<file path="src/rtl/bcd_result_converter_if.sv">
// Handshake and result bundle between the ALU-result source, the BCD converter and the digit mux.
interface bcd_result_converter_if #(
  parameter int unsigned IN_WIDTH = 11
);
  logic                start;
  logic [IN_WIDTH-1:0] result_in;
  logic                busy;
  logic                done;
  logic [11:0]         BCD_out;
  logic                negative;
  logic                overflow;

  modport master (
    output start, result_in,
    input  busy, done, BCD_out, negative, overflow
  );

  modport slave (
    input  start, result_in,
    output busy, done, BCD_out, negative, overflow
  );
endinterface

</file>
<file path="src/rtl/bcd_result_converter.sv">
// Signed binary to 3-digit BCD converter (double dabble, one bit per clock).
// Presented digits, sign and saturation flag only change on the DONE cycle.
module bcd_result_converter #(
  parameter int unsigned IN_WIDTH    = 11,
  parameter int unsigned SHIFT_CNT_W = 4
) (
  input  logic                   clk,
  input  logic                   rst_n,
  bcd_result_converter_if.slave  bus
);

  localparam int unsigned MAG_W = IN_WIDTH + 1;

  typedef enum logic [1:0] {IDLE, LOAD, SHIFT, DONE} state_t;

  state_t                 state;
  logic [IN_WIDTH-1:0]    in_reg;
  logic [IN_WIDTH-1:0]    mag;
  logic [11:0]            scratch;
  logic [SHIFT_CNT_W-1:0] cnt;
  logic                   sign;
  logic                   ovf_int;

  logic [MAG_W-1:0]       ext;
  logic [MAG_W-1:0]       abs_v;
  logic                   sat;
  logic [IN_WIDTH-1:0]    mag_load;
  logic [11:0]            adj;

  // Magnitude is formed one bit wider so the most negative input survives negation.
  assign ext      = {in_reg[IN_WIDTH-1], in_reg};
  assign abs_v    = in_reg[IN_WIDTH-1] ? (~ext + MAG_W'(1)) : ext;
  assign sat      = 32'(abs_v) > 32'd999;
  assign mag_load = sat ? IN_WIDTH'(999) : IN_WIDTH'(abs_v);

  // Add-3 correction of every digit that would exceed 9 after the next shift.
  always_comb begin
    adj = scratch;
    for (int i = 0; i < 3; i++) begin
      if (scratch[4*i +: 4] >= 4'd5)
        adj[4*i +: 4] = scratch[4*i +: 4] + 4'd3;
    end
  end

  always_ff @(posedge clk or negedge rst_n) begin
    if (!rst_n) begin
      state        <= IDLE;
      in_reg       <= '0;
      mag          <= '0;
      scratch      <= '0;
      cnt          <= '0;
      sign         <= 1'b0;
      ovf_int      <= 1'b0;
      bus.busy     <= 1'b0;
      bus.done     <= 1'b0;
      bus.BCD_out  <= 12'h000;
      bus.negative <= 1'b0;
      bus.overflow <= 1'b0;
    end else begin
      bus.done <= 1'b0;
      case (state)
        IDLE: begin
          if (bus.start) begin
            in_reg   <= bus.result_in;
            bus.busy <= 1'b1;
            state    <= LOAD;
          end
        end
        LOAD: begin
          sign    <= in_reg[IN_WIDTH-1];
          mag     <= mag_load;
          ovf_int <= sat;
          scratch <= '0;
          cnt     <= SHIFT_CNT_W'(IN_WIDTH);
          state   <= SHIFT;
        end
        SHIFT: begin
          scratch <= {adj[10:0], mag[IN_WIDTH-1]};
          mag     <= {mag[IN_WIDTH-2:0], 1'b0};
          cnt     <= cnt - SHIFT_CNT_W'(1);
          if (cnt == SHIFT_CNT_W'(1)) begin
            bus.busy <= 1'b0;
            state    <= DONE;
          end
        end
        DONE: begin
          bus.BCD_out  <= scratch;
          bus.negative <= sign;
          bus.overflow <= ovf_int;
          bus.done     <= 1'b1;
          state        <= IDLE;
        end
        default: state <= IDLE;
      endcase
    end
  end

endmodule

</file>
<file path="src/flat_wrapper.sv">
// flat-port wrapper written by rule: the top's interface ports become plain ports
module bcd_result_converter_flat 
#(
  parameter int unsigned IN_WIDTH    = 11,
  parameter int unsigned SHIFT_CNT_W = 4
)
  (clk, rst_n, bus_start, bus_result_in, bus_busy, bus_done, bus_BCD_out, bus_negative, bus_overflow);
  bcd_result_converter_if #(.IN_WIDTH(IN_WIDTH)) bus_i ();
  input  logic clk;
  input  logic rst_n;
  input wire logic [$bits(bus_i.start)-1:0] bus_start;
  input wire logic [$bits(bus_i.result_in)-1:0] bus_result_in;
  output wire logic [$bits(bus_i.busy)-1:0] bus_busy;
  output wire logic [$bits(bus_i.done)-1:0] bus_done;
  output wire logic [$bits(bus_i.BCD_out)-1:0] bus_BCD_out;
  output wire logic [$bits(bus_i.negative)-1:0] bus_negative;
  output wire logic [$bits(bus_i.overflow)-1:0] bus_overflow;
  assign bus_i.start = bus_start;
  assign bus_i.result_in = bus_result_in;
  assign bus_busy = bus_i.busy;
  assign bus_done = bus_i.done;
  assign bus_BCD_out = bus_i.BCD_out;
  assign bus_negative = bus_i.negative;
  assign bus_overflow = bus_i.overflow;
  bcd_result_converter #(.IN_WIDTH(IN_WIDTH), .SHIFT_CNT_W(SHIFT_CNT_W)) u_core (.clk(clk), .rst_n(rst_n), .bus(bus_i));
endmodule
</file>
<file path="config.mk">
export PLATFORM = sky130hd
export DESIGN_NAME = bcd_result_converter_flat
export DESIGN_NICKNAME = d
export VERILOG_FILES = /design/src/rtl/bcd_result_converter_if.sv /design/src/rtl/bcd_result_converter.sv /design/src/flat_wrapper.sv
export SDC_FILE = /design/constraint.sdc
export NUM_CORES = 1
export LEC_CHECK = 0
export CAP_MARGIN = 5
export CORE_UTILIZATION = 36
export DETAILED_ROUTE_END_ITERATION = 10
export GPL_TIMING_DRIVEN = 0
export PLACE_DENSITY_LB_ADDON = 0.12
export REMOVE_ABC_BUFFERS = 1
export SKIP_CTS_REPAIR_TIMING = 1
export SYNTH_ARGS = -nofsm -noshare
export SYNTH_HDL_FRONTEND = slang
export SYNTH_SLANG_ARGS = --single-unit
</file>
<file path="constraint.sdc">
create_clock -name clk -period 3.9 [get_ports clk]
set_clock_uncertainty 0.1 [all_clocks]
set_input_delay 0.585 -clock clk [delete_from_list [all_inputs] [get_ports clk]]
set_output_delay 0.585 -clock clk [all_outputs]
set_load 0.01 [all_outputs]
</file>
==> metrics.csv <==
stage,metric,value,unit
floorplanning,Initial Util,37.7,%
floorplanning,die area,0.00910,sq mm
layout,share of cells above drive strength 1,17.5,%
setup_path,Reg2Reg Depth,4,
placement,Post-Place Cell Area,0.00346,sq mm
layout,design area,0.00367,sq mm
synth,Synth top area share,46.2,%
setup_path,CP max stage cell,ha_1,
synth,Syn. warnings,0,
synth,mux share of post-synthesis cell area,10.1,%
setup_path,crit-path max FO,28,
pwr,net switching power,1070,uW
cts,Worst-Skew Late Latency,0.33,ns
timing,Final Critical Period,2.46,ns
layout,"commonest non-fill, non-tap cell in the layout",dfrtp_1,
setup_path,crit-path cells,inv_1 > ha_1 > nand2_1 > o32ai_1,
drt,DR iter-0 viols,80,
global_routing,overflow left after global routing,0,
synth,area share of fa/ha/maj cells after synthesis,5.18,%
floorplanning,Core Region,0.00834,sq mm
synth,sequential share of the synthesized area,46.2,%
global_routing,first-pass GRT wire length,10400,um
hold_path,worst min-delay path class,input pin to asynchronous set/reset pin,
placement,Final HPWL DP,3780,um
timing,WHS,0.228,ns
cts,CTS buffer count,9,
layout,number of diodes,0,
layout,"Area growth, synth to finish",16.8,%
timing,min setup slack post-route,1.44,ns
timing,fin. max-slew vios,0,
drt,Residual DRC,0,
setup_path,"Arr. time, crit path",2.59,ns
floorplanning,Site Rows,33,
floorplanning,IO Pins,30,
timing,endpoints failing hold,0,
floorplanning,Die Ht,95.4,um
cts,clock tree sinks,58,
floorplanning,width of the die,95.4,um
global_routing,vias in the first global route,2123,
synth,leading area contributor after synthesis,dfrtp_1,
job,number of max-cap violations,0,
synth,Synth area leaders,"dfrtp_1, mux2_2, ha_1",
cts,CTS max path bufs,2,
setup_path,critical path endpoint category,flop,
setup_path,Worst R2R Setup Slack,1.44,ns
drt,Via Count,2147,
timing,Final setup viols,0,
drt,Post-Route WL,5890,um
synth,number of synthesized flops with an enable pin,0,
cts,Worst-path clk slew,0.07,ns
drt,ANT nets after route,0,
synth,"Top FF cell, synth",dfrtp_1,
synth,cell area after synthesis,0.00314,sq mm
setup_path,FF-to-FF End,u_core.scratch[8],
cts,CTS H-tree lvls,3,
setup_path,worst r2r src,u_core.state[0],
timing,Max Clock Freq,406,MHz
setup_path,"slowest stage delay, CP",0.88,ns
synth,Syn Area/Cell,10.8,sq um
timing,Slew HR,28.1,%
layout,nets@finish,343,
synth,Mapped Cells,292,
pwr,LEAKAGE,0.00156,uW
outcome,status,"finished, final reports clean",
setup_path,CP endpoint,u_core.scratch[8],
synth,largest family of logic cells by synthesized area,compound AO/OA/AOI/OAI gates,
cts,root buf cell,clkbuf_8,
cts,TritonCTS clock tree,built,
global_routing,Total Routing Usage GR,15.0,%
setup_path,CP startpoint,u_core.state[0],
timing,Worst-Margin Slew,1.08,ns
layout,largest registers,"u_core.bus.BCD_out: 12 flops, u_core.scratch: 12 flops",
drt,drt pass-1 iters,4,
pwr,maximum vdd ir drop,456,uV
pwr,Sw Share,38.7,%
synth,ys async rst share,100,%
global_routing,initial antenna violation count,0,
synth,Post-Synth XOR/XNOR Area,3.07,%
setup_path,stages on the worst setup path,4,
synth,Simple-Gate Fraction of Synth Area,12.5,%
placement,global placer's final weighted congestion,0.721,
pwr,pwr dens,753,mW/mm^2
drt,Vias/cell,5.05,
setup_path,Setup crit start kind,flop,
synth,Compound-Gate Fraction of Synth Area,15.9,%
pwr,Seq pwr share,37.1,%
layout,"commonest non-fill, non-tap cells in the layout","dfrtp_1, clkdlybuf4s50_1, inv_1, mux2_2, o21ai_0",
timing,Tcrit/Tclk final,63.2,%
setup_path,crit-path leading delay family,adder cells,
drt,WL/cell,13.9,um
timing,RSZ-0062 raised after global routing,false,
setup_path,Critical path buffers and inverters,1,
timing,TNS Setup,0,ns
pwr,Clk pwr share,20.8,%
pwr,Logic pwr share,42.2,%
placement,Port Buffer Count,29,
setup_path,Setup Crit Path Kind,flop to flop,
placement,DP Worst Slack,1.37,ns
synth,post-synth cell types,51,
setup_path,required time worst endpoint,4.03,ns
layout,filler instances,798,
pwr,Internal Dissipation,1690,uW
global_routing,pin count of the biggest net entering global routing,59,
layout,final core utilization,44.0,%
synth,Seq cells post-synth,58,
-- power by group through the flow --
stage / Combinational, uW / Sequential (uW) / Clock (uW)
finish: 1170 / 1020 / 574
global route: 1320 / 1070 / 621
CTS: 1180 / 1030 / 598
detailed placement: 1180 / 1040 / 0
global placement: 1100 / 1040 / 0
floorplan: 837 / 986 / 0
-- kinds of logic (layout without fill, tap and decap cells) --
logic type	count (synthesis)	in the layout
multiplexers	28	28
AND/OR/NAND/NOR	66	66
flip-flops	58	58
AO/OA/AOI/OAI	73	73
buffers and inverters	43	71
XOR/XNOR	11	11
adder cells (fa/ha/maj)	13	13
-- cell type report --
cell class	instances	area [sq um]	share of cell area, %
Clock inverter	2	35.0	0.955
Tap cell	105	131	3.58
Multi-Input combinational cell	191	1470	40.0
Timing Repair Buffer	30	315	8.59
Clock buffer	13	169	4.60
Inverter	26	97.6	2.66
Sequential cell	58	1450	39.6
-- per-stage QoR --
step           cells  power [uW]
2_1_floorplan    275        1820
3_3_place_gp     409        2140
3_5_place_dp     410        2220
4_1_cts          425        2810
5_1_grt          425        3010
6_report         425        2760
-- Yosys cell counts (3+ instances only) --
master and instances:
inv_1 26, ha_1 13, nor2_1 13, buf_4 3, nor2b_1 3, nand2_1 12
o21ai_0 25, dfrtp_1 58, and3_1 3, xnor2_1 9, nand3b_1 3, nand3_1 9
a31oi_1 6, a21oi_1 13, clkbuf_1 8, nand2b_1 4, mux2_2 26, o22ai_1 7
buf_6 5, nor3_1 8
-- routing by layer --
layer / GRT usage (%) / share of wire (%) / vias up
met5: 0 / 0 / -
li1: - / - / 1088
met4: 7.46 / 1.5 / 0
met3: 3.11 / 2.6 / 9
met2: 21.3 / 44 / 34
met1: 21.3 / 52 / 1016
-- worst min-delay path by stage --
stage | cells past startpoint | slack (ns) | to | from
2_1_floorplan | 0 | 0.19 | u_core.bus.BCD_out[0] | rst_n
5_1_grt | 1 | 0.29 | u_core.bus.BCD_out[3] | rst_n
6_report | 1 | 0.23 | u_core.mag[9] | rst_n
4_1_cts | 1 | 0.26 | u_core.bus.BCD_out[0] | rst_n
3_3_place_gp | 1 | 0.39 | u_core.bus.BCD_out[3] | u_core.bus.BCD_out[3]
3_5_place_dp | 1 | 0.40 | u_core.bus.BCD_out[4] | u_core.bus.BCD_out[4]
Power figures use the tool's default switching activity.
